<file path="src/rtl/button_increment_conditioner.sv">
// Pushbutton front end: synchronizes the raw button, debounces press and release,
// and emits a one-cycle increment pulse per accepted press (plus optional auto-repeat).
module button_increment_conditioner #(
  parameter int DEBOUNCE_CYCLES      = 1000000,
  parameter int REPEAT_EN            = 0,
  parameter int REPEAT_DELAY_CYCLES  = 50000000,
  parameter int REPEAT_PERIOD_CYCLES = 20000000
) (
  input  logic BrdClk,
  input  logic aReset,
  input  logic aButton,
  output logic bIncrement,
  output logic bPressed,
  output logic bRepeatActive
);

  localparam int DEB_W   = $clog2(DEBOUNCE_CYCLES) + 1;
  localparam int REP_MAX = (REPEAT_DELAY_CYCLES > REPEAT_PERIOD_CYCLES) ?
                           REPEAT_DELAY_CYCLES : REPEAT_PERIOD_CYCLES;
  localparam int REP_W   = $clog2(REP_MAX + 1);

  localparam logic [DEB_W-1:0] DEB_TARGET  = DEB_W'(DEBOUNCE_CYCLES);
  localparam logic [REP_W-1:0] DELAY_LAST  = REP_W'(REPEAT_DELAY_CYCLES - 1);
  localparam logic [REP_W-1:0] PERIOD_LAST = REP_W'(REPEAT_PERIOD_CYCLES - 1);

  typedef enum logic [1:0] {IDLE, PRESS_WAIT, HELD, RELEASE_WAIT} state_t;

  state_t            state;
  state_t            nextState;
  logic              syncA;
  logic              sBtn;
  logic [DEB_W-1:0]  debCnt;
  logic [DEB_W-1:0]  debCntNext;
  logic [REP_W-1:0]  repCnt;
  logic [REP_W-1:0]  repCntNext;
  logic [REP_W-1:0]  repLast;
  logic              incNext;
  logic              repActNext;

  // State, counters, synchronizer and registered outputs; reset wins over everything.
  always_ff @(posedge BrdClk) begin
    if (aReset) begin
      syncA         <= 1'b0;
      sBtn          <= 1'b0;
      state         <= IDLE;
      debCnt        <= '0;
      repCnt        <= '0;
      bIncrement    <= 1'b0;
      bRepeatActive <= 1'b0;
    end else begin
      syncA         <= aButton;
      sBtn          <= syncA;
      state         <= nextState;
      debCnt        <= debCntNext;
      repCnt        <= repCntNext;
      bIncrement    <= incNext;
      bRepeatActive <= repActNext;
    end
  end

  // debCnt counts stable cycles seen in a wait state; reaching DEBOUNCE_CYCLES accepts the edge.
  always_comb begin
    nextState = state;
    case (state)
      IDLE:         if (sBtn) nextState = PRESS_WAIT;
      PRESS_WAIT:   if (!sBtn) nextState = IDLE;
                    else if (debCnt == DEB_TARGET) nextState = HELD;
      HELD:         if (!sBtn) nextState = RELEASE_WAIT;
      RELEASE_WAIT: if (sBtn) nextState = HELD;
                    else if (debCnt == DEB_TARGET) nextState = IDLE;
      default:      nextState = IDLE;
    endcase
  end

  // Counter updates and pulse generation; repCnt is left untouched outside HELD so a
  // bounced release resumes the repeat timing where it stopped.
  always_comb begin
    debCntNext = debCnt;
    repCntNext = repCnt;
    incNext    = 1'b0;
    repActNext = bRepeatActive;
    bPressed   = (state == HELD) || (state == RELEASE_WAIT);
    repLast    = bRepeatActive ? PERIOD_LAST : DELAY_LAST;
    case (state)
      IDLE: begin
        debCntNext = '0;
        repActNext = 1'b0;
      end
      PRESS_WAIT: begin
        if (sBtn) begin
          if (debCnt == DEB_TARGET) begin
            incNext    = 1'b1;
            repCntNext = '0;
          end else begin
            debCntNext = debCnt + 1'b1;
          end
        end
      end
      HELD: begin
        if (!sBtn) begin
          debCntNext = '0;
        end else if (REPEAT_EN != 0) begin
          if (repCnt == repLast) begin
            incNext    = 1'b1;
            repCntNext = '0;
            repActNext = 1'b1;
          end else begin
            repCntNext = repCnt + 1'b1;
          end
        end
      end
      RELEASE_WAIT: begin
        if (!sBtn) begin
          if (debCnt == DEB_TARGET) begin
            repActNext = 1'b0;
          end else begin
            debCntNext = debCnt + 1'b1;
          end
        end
      end
      default: begin
        debCntNext = '0;
        repCntNext = '0;
      end
    endcase
  end

endmodule
</file>
<file path="config.mk">
export PLATFORM = sky130hd
export DESIGN_NAME = button_increment_conditioner
export DESIGN_NICKNAME = d
export VERILOG_FILES = /design/src/rtl/button_increment_conditioner.sv
export SDC_FILE = /design/constraint.sdc
export NUM_CORES = 1
export LEC_CHECK = 0
export BUFFER_PORTS_ARGS = -buffer_cell sky130_fd_sc_hd__buf_2
export CAP_MARGIN = 20
export CORE_MARGIN = 4
export CORE_UTILIZATION = 53
export CTS_CLUSTER_SIZE = 20
export DETAILED_ROUTE_END_ITERATION = 7
export PLACE_DENSITY = 0.73
export SYNTH_ARGS = -nofsm -noshare
export SYNTH_HDL_FRONTEND = slang
export SYNTH_SLANG_ARGS = --single-unit
</file>
<file path="constraint.sdc">
create_clock -name BrdClk -period 1.65 [get_ports BrdClk]
set_clock_uncertainty 0.15 [all_clocks]
set_input_delay 0.33 -clock BrdClk [delete_from_list [all_inputs] [get_ports BrdClk]]
set_output_delay 0.33 -clock BrdClk [all_outputs]
set_load 0.005 [all_outputs]
</file>
Word-level counts from Yosys, hierarchy flattened. Cells that the tools add are included.

Bits of input ports: 3. Bits in latches: 0. Memory bits (read-only): 0. Flip-flop bits (word level): 27. Memories: 0. Memory bits (writable): 0.

Equal/unequal tests: 11. Div/mod/pow operators: 0. Multipliers: 0. Add/subtract/negate cells: 1. Shift-type cells: 0. Reduce and logical (&&, ||, !) cells: 7. Muxes and demuxes: 16. Bitwise gates (word level): 2. $lt $le $gt $ge: 0.

Operator list (number): 21-bit two-way mux (4); 21-bit case mux with 4 select lines (1); 21-bit by 1-bit adder with 21-bit output (second input constant) (1); 21-bit by 20-bit equality test with 1-bit output (second input constant) (1); 2-bit two-way mux (6); 2-bit inequality test (second input constant) (5); 2-bit case mux with 4 select lines (1); 3-bit inequality test (second input constant) (2); 3-bit AND reduction (2); 2-bit equality test (second input constant) (2); 4-bit AND reduction (1); 1-bit two-way mux (3); 3-bit OR reduction (1); 2-bit by 1-bit equality test with 1-bit output (second input constant) (1); 2-bit logical NOT (1); 1-bit inverter (2); 1-bit case mux with 2 select lines (1); 2-bit nonzero test (1); 1-bit logical OR (1).

Longest topological paths before layout. Gate-level depths: netlist of run 1.

Depth after elaboration: 4. Depth in mapped cells: 6. Depth with buffers taken out: 6.

Least setup slack after synthesis of run 1. OpenSTA, ideal clock, no wires.

Kind: register to register. Start point: register debCnt[2]. End point: register debCnt[2]. Library setup time: 0.121 ns. Data arrival time: 1.429 ns. Stages on the path, launching flop included: 5. Clock period less this slack: 1.700 ns. Slack: -0.050 ns. Required time: 1.379 ns. Buffers on the path: 0. Cells stage by stage: dfxtp_1 -> or4_4 -> nor4_4 -> a21oi_1 -> mux2i_1.

Longest elaborated chain between the ends: 4. Elaborated cells on any way between the ends: 6. Those cells by class: add/sub (1); eq/ne (1); mux (4).

Ends and longest elaborated chain: start: declaration (RTL line 32) `logic [DEB_W-1:0] debCnt;`; start signal: assignment (RTL line 54) `debCnt <= debCntNext;`; 21-bit by 1-bit adder with 21-bit output or 21-bit by 20-bit equality test with 1-bit output (tied branches); 21-bit two-way mux (*) (RTL line 91, 114); 21-bit two-way mux (on tied branches) (RTL line 113, 90); 21-bit case mux with 4 select lines (*) (RTL line 84) `case (state)`.

Mark *: on every way between the ends. The rest lies on a longest branch, timed or not. The select of a mux whose other input is x is not followed. A chain may end at the register's enable or synchronous reset.

Final worst setup path of run 1.
Start point: register debCnt[2]. End point: register debCnt[1].

Longest elaborated chain between the ends: 4. Elaborated cells on any way between the ends: 5. Those cells by class: eq/ne (1); mux (4).

Ends and longest elaborated chain (RTL line): 21-bit by 20-bit equality test with 1-bit output (*) (91, 114); 21-bit two-way mux (*); 21-bit two-way mux (on tied branches); 21-bit case mux with 4 select lines (*).

Marked as above.

==> results.py, run 1 <==
metrics = {
    "clock_network": {
        "clock-sinks": 26,
        "clk_pin_slew_worst_paths_ns": 0.14,
        "h-tree-depth": 1,
        "clockBufferDepth": 2,
        "clk_latency_ns": 0.32,
        "cts_buffers": 3,
        "cts-root-buf": "clkbuf_4",
        "cts_tree": "done",
        "ctsHoldBuffers": 0,
    },
    "pwr": {
        "leakagePower_nw": 0.624,
        "p_sw_share_pct": 22.3,
        "total_power_w": 0.000942,
        "pwr-share-clk_pct": 28.9,
        "p_switching_w": 0.000210,
        "power_density_nw_per_um2": 537,
        "ir_drop_v": 0.000498,
        "pwr-share-comb_pct": 4.1,
        "power_frac_seq_pct": 66.9,
        "internal-power_w": 0.000732,
    },
    "worst_setup_path": {
        "worstSetupStartpointType": "register",
        "crit_path_end_kind": "register",
        "required_ns": 1.71,
        "reg2reg_from": "debCnt[2]$_SDFFE_PP0P_",
        "critical_path_arrival_ns": 1.84,
        "max_stage_delay_ns": 0.56,
        "cp_slowest_cell": "or4_4",
        "r2r-end": "debCnt[1]$_SDFFE_PP0P_",
        "worstPathCellList": "or4_4 > nor4_4 > a21oi_2 > mux2i_1",
        "worstPathMaxFanout": 5,
        "reg2reg_slack_ns": -0.13,
        "r2r_cells": 4,
        "criticalPathCategory": "reg -> reg",
    },
    "placement": {
        "portBuffers": 4,
        "hpwlAfterDp_um": 2340,
        "place.gp.congestion": 0.863,
        "place_ws_ns": -0.142,
    },
    "detailed_routing": {
        "first_iter_violations": 65,
        "detail-route-antenna-nets": 0,
        "routed_wl_um": 3440,
        "drc_errors": 0,
        "wire_per_inst_um": 15.9,
        "dr.pass1.iters": 4,
        "vias": 1299,
        "viasPerCell": 5.99,
    },
    "timing": {
        "finalSetupViolCount": 13,
        "setup_tns_ns": -0.710,
        "post-route-period-util_pct": 108,
        "hold_viol": 0,
        "max_freq_mhz": 563,
        "rsz0062_at_grt": "true",
        "fin_ws_ns": -0.126,
        "min_period_ns": 1.78,
        "drv_slew": 0,
    },
    "die": {
        "start_util_pct": 55.3,
        "ios": 6,
        "die_y_um": 58.6,
        "coreArea_um2": 2450,
        "dieArea_um2": 3440,
        "row_count": 18,
        "dieWidth_um": 58.6,
    },
    "logic_synthesis": {
        "syn-cell-area_um2": 1360,
        "synthTopCellsByArea": "dfxtp_1 (38%), or3_1 (4.6%), mux2i_1 (4.4%)",
        "async_flop_share_pct": 0,
        "yosysMostFrequentCell": "dfxtp_1",
        "avgSynthCellArea_um2": 8.87,
        "synth_nets": 158,
        "yosys_warnings": 0,
        "synth-seq-cells": 26,
        "synth_common_cells": "dfxtp_1 (26), nand2_1 (12), nand3_1 (10), or3_1 (10), a21oi_1 (9)",
        "synth_top_area_share_pct": 38.3,
        "syn_inst": 153,
        "ys.flop_type": "dfxtp_1",
        "yosysUniqueCellTypes": 44,
        "synth_top_area_cell": "dfxtp_1",
        "synth_edf_count": 0,
        "ys_seq_area_share_pct": 38.3,
    },
    "finish": {
        "drive_gt1_share_pct": 40.1,
        "syn2layout_area_growth_pct": 29.1,
        "diodes": 0,
        "num-nets-final": 194,
    },
    "job": {
        "max_cap_violations": 0,
    },
    "hold_path": {
        "hold-path-cell-count": 2,
        "hp-class": "in -> reg",
        "min_from": "aButton",
        "worstHoldEndpoint": "syncA$_SDFF_PP0_",
    },
    "status": {
        "violations": "setup timing",
        "status": "complete, but fails checks",
    },
    "global_route": {
        "grt_pass1_wl_um": 5530,
        "track_usage_pct": 20.5,
        "grt_max_degree": 16,
        "grt_pass1_vias": 1286,
        "antenna_found_initial": 0,
        "overflow": 0,
    },
}
## layer usage
metal	global-route usage, %	part of all wire [%]
met1	24.4	43
met5	0	0
met2	37.6	52
met3	2.85	2.6
met4	6.80	2.2
## kinds of logic after synthesis
kind of cell / after synthesis / synth area share [%]
XOR/XNOR: 6 / 3.87
adder cells (fa/ha/maj): 2 / 1.84
AND/OR/NAND/NOR: 79 / 37.0
multiplexers: 6 / 4.42
buffers and inverters: 10 / 3.69
AO/OA/AOI/OAI: 23 / 10.6
flip-flops: 26 / 38.3
other: 1 / 0.276
## critical path: cells and delay by family, from the launching register on
kind	cells	cell delay, ns
AO/OA/AOI/OAI	1	0.15
flip-flops	1	0.36
multiplexers	1	0.15
AND/OR/NAND/NOR	2	0.87
## power groups by stage
stage	Clock, W	Sequential, W	Combinational [W]
CTS	0.000279	0.000633	0.0000354
detailed placement	0	0.000647	0.0000350
finish	0.000272	0.000630	0.0000390
floorplan	0	0.000647	0.0000192
global route	0.000308	0.000631	0.0000423
global placement	0	0.000647	0.0000340
## state kept, by name, summed over array words and instances, names as in the netlist, named ones only
signal	count
debCnt	21
sBtn	1
syncA	1
state	1
bIncrement	1
## cell usage in the layout, fill, tap and decap left out, drive strengths merged, types with 5 or more instances in the layout
| cell type | netlist | layout |
|---|---|---|
| o21ai | 5 | 5 |
| dfxtp | 26 | 26 |
| or4 | 6 | 6 |
| nor2 | 8 | 8 |
| a21oi | 10 | 10 |
| nor3 | 5 | 5 |
| mux2i | 6 | 6 |
| xor2 | 5 | 5 |
| nand4 | 7 | 7 |
| nand2 | 12 | 12 |
| nand3 | 11 | 11 |
| buf | 3 | 37 |
| or3 | 10 | 10 |
## area by class of cell
cell class              instances  area (µm²)
multi-input cells             117         871
fillers                       182         702
flip-flops and latches         26         536
repair buffers                 37         272
well taps                      30        37.5
clock buffers                   3        22.5
inverters                       4        15.0
## timing repair
action / 4_1_cts / 5_1_grt
setup buffers: 6 / 4
resized for setup: 9 / 23
pin swaps: 6 / 18
endpoints found under the setup margin: 16 / 20
## how the worst max path moves through the flow
stage | start | end | slack [ns] | cells past startpoint
2_1_floorplan | debCnt[10]$_SDFFE_PP0P_ | debCnt[2]$_SDFFE_PP0P_ | 0.005 | 4
6_report | debCnt[2]$_SDFFE_PP0P_ | debCnt[1]$_SDFFE_PP0P_ | -0.13 | 4
5_1_grt | debCnt[2]$_SDFFE_PP0P_ | debCnt[0]$_SDFFE_PP0P_ | -0.21 | 4
4_1_cts | debCnt[2]$_SDFFE_PP0P_ | debCnt[2]$_SDFFE_PP0P_ | -0.07 | 4
3_3_place_gp | debCnt[1]$_SDFFE_PP0P_ | debCnt[10]$_SDFFE_PP0P_ | -0.08 | 5
3_5_place_dp | debCnt[3]$_SDFFE_PP0P_ | debCnt[17]$_SDFFE_PP0P_ | -0.14 | 4
## per-stage QoR
stage / utilization (%) / hold slack (ns) / cell area [µm²] / std cells
3_5_place_dp: 63.3 / 0.286 / 1550 / 204
6_report: 71.4 / 0.0732 / 1750 / 217
3_3_place_gp: 63.3 / 0.281 / 1550 / 204
2_1_floorplan: - / 0.264 / 1360 / 153
4_1_cts: 66.6 / 0.0782 / 1640 / 213
5_1_grt: 71.4 / 0.0858 / 1750 / 217
(Power assumes the default switching activity.)
==> inputs of run 2 (changes only) <==
ABC_AREA = 1   (was not set)
CORE_UTILIZATION = 54   (was 53)
PLACE_DENSITY = 0.74   (was 0.73)
SKIP_LAST_GASP = 1   (was not set)
clock period = 1.5 ns   (was 1.65 ns; I/O delays follow)
==> run 2 against run 1 <==
Effect of this change: the flow still finishes with violations (setup timing); power grew 32%; final cell count grew 27%; sequential share of layout area shrank 2.5 points; via count grew 11%; critical path depth grew 6; die area grew 6.8%; final area grew 11%; register-to-register slack gained 0.05 ns; largest cell class unchanged.
==> results.py, run 2 <==
metrics = {
    "global_route": {
        "overflow": 0,
        "grt_pass1_wl_um": 5950,
        "grt_max_degree": 17,
        "grt_pass1_vias": 1399,
        "track_usage_pct": 21.4,
        "antenna_found_initial": 0,
    },
    "pwr": {
        "leakagePower_nw": 0.763,
        "power_density_nw_per_um2": 638,
        "ir_drop_v": 0.000604,
    },
    "logic_synthesis": {
        "ys_seq_area_share_pct": 34.9,
        "syn_inst": 224,
        "yosysUniqueCellTypes": 29,
        "async_flop_share_pct": 0,
        "syn-cell-area_um2": 1490,
        "synth-seq-cells": 26,
        "synth_nets": 229,
        "synth_edf_count": 0,
        "avgSynthCellArea_um2": 6.66,
        "synthTopCellsByArea": "dfxtp_1 (35%), nand2_1 (13%), nor2_1 (10%)",
        "yosys_warnings": 0,
        "synth_top_area_cell": "dfxtp_1",
        "synth_top_area_share_pct": 34.9,
        "synth_common_cells": "nand2_1 (53), nor2_1 (40), inv_1 (29)",
        "yosysMostFrequentCell": "nand2_1",
        "ys.flop_type": "dfxtp_1",
    },
    "finish": {
        "diodes": 0,
        "syn2layout_area_growth_pct": 30.2,
        "final_area_um2": 1940,
        "regMostFlops": "debCnt",
        "drive_gt1_share_pct": 35.1,
        "layout_common_cells": "nand2_1 (50), nor2_1 (35), inv_1 (26)",
        "largest_register_ffs": 21,
        "layout_commonest_cell": "nand2_1",
        "num-nets-final": 251,
    },
    "detailed_routing": {
        "first_iter_violations": 75,
        "viasPerCell": 5.25,
        "detail-route-antenna-nets": 0,
        "dr.pass1.iters": 4,
        "vias": 1444,
        "routed_wl_um": 3800,
        "drc_errors": 0,
        "wire_per_inst_um": 13.8,
    },
    "placement": {
        "placed_area_um2": 1650,
        "place_ws_ns": -0.0819,
        "portBuffers": 4,
        "hpwlAfterDp_um": 2250,
        "place.gp.congestion": 0.896,
    },
    "timing": {
        "finalSetupViolCount": 22,
        "post-route-period-util_pct": 105,
        "drv_slew": 0,
        "max_freq_mhz": 635,
        "fin_ws_ns": -0.0747,
        "min_period_ns": 1.57,
        "rsz0062_at_grt": "true",
        "hold_viol": 0,
    },
    "worst_setup_path": {
        "crit_path_end_kind": "register",
        "worstPathMaxFanout": 5,
        "worstSetupStartpointType": "register",
        "required_ns": 1.62,
        "critical_path_arrival_ns": 1.69,
        "reg2reg_from": "debCnt[0]$_SDFFE_PP0P_",
        "crit_path_start": "debCnt[0]$_SDFFE_PP0P_",
        "criticalPathCategory": "reg -> reg",
    },
    "clock_network": {
        "clockBufferDepth": 2,
        "h-tree-depth": 1,
        "clk_latency_ns": 0.33,
        "cts_tree": "done",
        "cts-root-buf": "clkbuf_4",
        "cts_buffers": 3,
        "clock-sinks": 26,
        "ctsHoldBuffers": 0,
        "clk_pin_slew_worst_paths_ns": 0.15,
    },
    "die": {
        "row_count": 18,
        "start_util_pct": 58.7,
        "ios": 6,
        "die_y_um": 60.6,
        "coreArea_um2": 2540,
        "dieArea_um2": 3670,
        "dieWidth_um": 60.6,
    },
    "hold_path": {
        "hp-class": "in -> reg",
        "min_from": "aButton",
    },
    "status": {
        "status": "complete, but fails checks",
        "violations": "setup timing",
    },
    "job": {
        "max_cap_violations": 0,
    },
}
[run 2: cell types whose count changed after synthesis, sizes merged, moves of 5 or more]
cell | previous run | this run
nand2 | 12 | 55
or4 | 6 | 0
nand3 | 11 | 18
inv | 4 | 32
mux2i | 6 | 0
nand4 | 7 | 2
nor2 | 8 | 44
or3 | 10 | 0
o21ai | 5 | 10
[run 2: critical path, cell delays in order, from the launching register on]
cell and delay, ns:
dfxtp_4 0.42, inv_4 0.05, ha_4 0.16, nand3_4 0.06, nor2_4 0.04, nand3_4 0.08, nand2_8 0.09, buf_12 0.15
o21bai_1 0.12, nand2_1 0.07, nor2_1 0.12
[run 2: repair_timing]
| action | in CTS | in global routing |
|---|---|---|
| gates cloned | 1 | 1 |
| setup buffers | 1 | 1 |
| pin swaps | 4 | 13 |
| resized for setup | 27 | 30 |
| endpoints found under the hold margin | 0 | 0 |
| endpoints found under the setup margin | 18 | 23 |
[run 2: layout make-up]
class	instances	area (µm²)
multi-input combinational	159	955
fill	175	602
sequential	26	546
timing repair buffer	24	228
inverter	32	125
tap	30	37.5
clock inverter	1	30.0
clock buffer	3	22.5
[run 2: path summary, 6_finish.rpt]
| check | slack [ns] | cells after the start | end |
|---|---|---|---|
| max | -0.07 | 10 | debCnt[3]$_SDFFE_PP0P_ |
| min | 0.004 | 3 | syncA$_SDFF_PP0_ |
| max reg2reg | -0.07 | 10 | debCnt[3]$_SDFFE_PP0P_ |
| min reg2reg | 0.27 | 2 | sBtn$_SDFF_PP0_ |
[run 2: kinds of logic after synthesis]
kind of cell	count (synthesis)	share of synthesized area [%]
other	1	0.251
flip-flops	26	34.9
adder cells (fa/ha/maj)	2	1.68
AO/OA/AOI/OAI	20	8.47
XOR/XNOR	4	2.35
buffers and inverters	39	13.1
AND/OR/NAND/NOR	132	39.3
[run 2: layer usage]
metal  track usage (%)  up-vias  wire length (µm)
li1                  -      742                 -
met1              25.0      661              1610
met2              38.2       34              1980
met3              4.26        7               155
met4              8.36        0                48
met5                 0        -                 0
[run 2: report_power, final]
part	internal (W)	total, W	switching [W]
Sequential	0.000688	0.000692	0.00000388
Clock	0.000271	0.000495	0.000224
Combinational	0.0000216	0.0000534	0.0000317
[run 2: through the flow]
stage / hold slack, ns / util, % / setup TNS (ns) / instances / total power [W]
after global routing: 0.0209 / 76.4 / -3.40 / 275 / 0.00128
final: 0.00388 / 76.4 / -0.991 / 275 / 0.00124
after global placement: 0.244 / 64.7 / 0 / 267 / 0.000751
after floorplan: 0.238 / - / -0.00859 / 224 / 0.000747
after CTS: 0.00118 / 71.7 / -0.167 / 273 / 0.00125
after detailed placement: 0.255 / 64.7 / -0.251 / 267 / 0.000752
==> inputs of run 3 (changes only) <==
ABC_CLOCK_PERIOD_IN_PS = 1500   (was not set)
GPL_TIMING_DRIVEN = 0   (was not set)
==> run 3 against run 2 <==
Effect of this change: the flow still finishes with violations (setup timing); flip-flop and latch count unchanged; hold slack better by 0.00090 ns; sequential power hardly changed; core utilization increased by 2.8 points; fmax shrank 4.9%; first-iteration DRC count rose by 44%; largest power group unchanged.
==> results.py, run 3 (synthesis results as in run 2) <==
metrics = {
    "status": {
        "status": "complete, but fails checks",
        "violations": "setup timing",
    },
    "finish": {
        "utilization_pct": 79.1,
        "drive_gt1_share_pct": 34.4,
        "diodes": 0,
        "layout_common_cells": "nand2_1 (47), nor2_1 (37), inv_1 (26)",
        "syn2layout_area_growth_pct": 34.9,
        "largest_register_ffs": 21,
        "final_cells": 277,
        "num-nets-final": 253,
        "regMostFlops": "debCnt",
        "layout_commonest_cell": "nand2_1",
    },
    "die": {
        "start_util_pct": 58.7,
        "coreArea_um2": 2540,
        "dieArea_um2": 3670,
        "die_y_um": 60.6,
        "row_count": 18,
        "dieWidth_um": 60.6,
        "ios": 6,
    },
    "timing": {
        "fin_ws_ns": -0.155,
        "post-route-period-util_pct": 110,
        "max_freq_mhz": 604,
        "hold_viol": 0,
        "min_period_ns": 1.65,
        "finalSetupViolCount": 23,
        "max-slew-margin-rel_pct": 59.3,
        "rsz0062_at_grt": "true",
        "drv_slew": 0,
        "tightest_slew_ns": 0.610,
    },
    "worst_setup_path": {
        "criticalPathCategory": "reg -> reg",
        "reg2reg_slack_ns": -0.15,
        "crit_buf_inv": 3,
        "crit_path_end_kind": "register",
        "reg2reg_from": "debCnt[0]$_SDFFE_PP0P_",
        "required_ns": 1.63,
        "worstSetupStartpointType": "register",
        "r2r-end": "debCnt[4]$_SDFFE_PP0P_",
        "worstPathCellList": "inv_4 > ha_4 > nand3_2 > nor2_4 > nand3_4 > nand2_4 > buf_12 > buf_6 > o21ai_2 > nand2_1 > nor2_1",
        "worstPathMaxFanout": 6,
        "critical_path_arrival_ns": 1.78,
        "critPathTopFamily": "simple AND/OR/NAND/NOR gates",
        "max_stage_delay_ns": 0.40,
        "cp_slowest_cell": "dfxtp_4",
        "r2r_cells": 11,
    },
    "placement": {
        "place.gp.congestion": 0.806,
        "hpwlAfterDp_um": 2290,
        "place_inst": 257,
        "portBuffers": 3,
        "place_ws_ns": -0.298,
    },
    "clock_network": {
        "clockBufferDepth": 2,
        "cts_buffers": 3,
        "clk_pin_slew_worst_paths_ns": 0.14,
        "h-tree-depth": 1,
        "clock-sinks": 26,
        "clk_latency_ns": 0.34,
        "cts_tree": "done",
        "cts-root-buf": "clkbuf_4",
    },
    "pwr": {
        "power_density_nw_per_um2": 566,
        "total_power_w": 0.00114,
        "leakagePower_nw": 0.821,
        "pwr-share-clk_pct": 32.5,
        "power_frac_seq_pct": 60.9,
        "p_sw_share_pct": 23.3,
        "p_switching_w": 0.000266,
        "internal-power_w": 0.000874,
        "pwr-share-comb_pct": 6.6,
        "ir_drop_v": 0.000728,
    },
    "hold_path": {
        "min_from": "aButton",
        "hold-path-cell-count": 3,
        "worstHoldEndpoint": "syncA$_SDFF_PP0_",
        "hp-class": "in -> reg",
    },
    "detailed_routing": {
        "first_iter_violations": 108,
        "drc_errors": 0,
        "routed_wl_um": 3950,
        "vias": 1526,
        "wire_per_inst_um": 14.3,
        "dr.pass1.iters": 4,
        "viasPerCell": 5.51,
        "detail-route-antenna-nets": 0,
    },
    "job": {
        "max_cap_violations": 0,
    },
    "global_route": {
        "track_usage_pct": 21.7,
        "overflow": 0,
        "grt_pass1_wl_um": 5990,
        "antenna_found_initial": 0,
        "grt_pass1_vias": 1296,
        "grt_max_degree": 15,
    },
}
-- run 3: area by class of cell --
cell class                      count  area (µm²)
Fill cell                         164         532
Tap cell                           30        37.5
Buffer                              6        60.1
Inverter                           32         130
Sequential cell                    26         539
Timing Repair Buffer               20         235
Multi-Input combinational cell    159         975
Clock buffer                        4        36.3
-- run 3: power by group through the flow --
stage               clock (W)  combinational (W)  sequential (W)
floorplan                   0          0.0000341        0.000713
global placement            0          0.0000434        0.000713
detailed placement          0          0.0000446        0.000714
CTS                  0.000376          0.0000659        0.000697
global route         0.000405          0.0000793        0.000695
finish               0.000370          0.0000752        0.000694
-- run 3: worst max path at each step --
| stage | from | endpoint | slack (ns) | cells after the start |
|---|---|---|---|---|
| 2_1_floorplan | debCnt[1]$_SDFFE_PP0P_ | debCnt[11]$_SDFFE_PP0P_ | -0.009 | 11 |
| 3_3_place_gp | aReset | debCnt[11]$_SDFFE_PP0P_ | -0.28 | 5 |
| 3_5_place_dp | aReset | debCnt[10]$_SDFFE_PP0P_ | -0.30 | 5 |
| 4_1_cts | debCnt[0]$_SDFFE_PP0P_ | debCnt[3]$_SDFFE_PP0P_ | -0.11 | 11 |
| 5_1_grt | debCnt[0]$_SDFFE_PP0P_ | debCnt[19]$_SDFFE_PP0P_ | -0.27 | 9 |
| 6_report | debCnt[0]$_SDFFE_PP0P_ | debCnt[4]$_SDFFE_PP0P_ | -0.15 | 11 |
-- run 3: metal layers --
layer,up-vias,global-route usage [%],share of wire [%]
met5,-,0,0
met4,0,5.88,4.0
met3,23,5.11,6.8
met2,58,37.4,50
met1,698,27.0,39
li1,747,-,-
-- run 3: stage by stage --
step | cell area, µm² | hold slack (ns) | TNS [ns]
2_1_floorplan | 1530 | 0.238 | -0.00859
3_3_place_gp | 1590 | 0.243 | -4.08
3_5_place_dp | 1590 | 0.255 | -4.47
4_1_cts | 1890 | 0.00473 | -1.53
5_1_grt | 2010 | 0.0179 | -4.40
6_report | 2010 | 0.00478 | -2.48
-- run 3: timing repair --
action                                 CTS  global route
resized for setup                       45            22
hold buffers                             0             0
pin swaps                               19            15
endpoints found under the hold margin    0             0
setup endpoints to repair               21            23
cloned                                   2             1
buffers inserted                        12             2
-- run 3: worst register-to-register path, stage by stage, from the launching register on --
cell and delay, ns:
dfxtp_4 0.40, inv_4 0.04, ha_4 0.15, nand3_2 0.07
nor2_4 0.05, nand3_4 0.09, nand2_4 0.06, buf_12 0.15
buf_6 0.12, o21ai_2 0.13, nand2_1 0.08, nor2_1 0.11
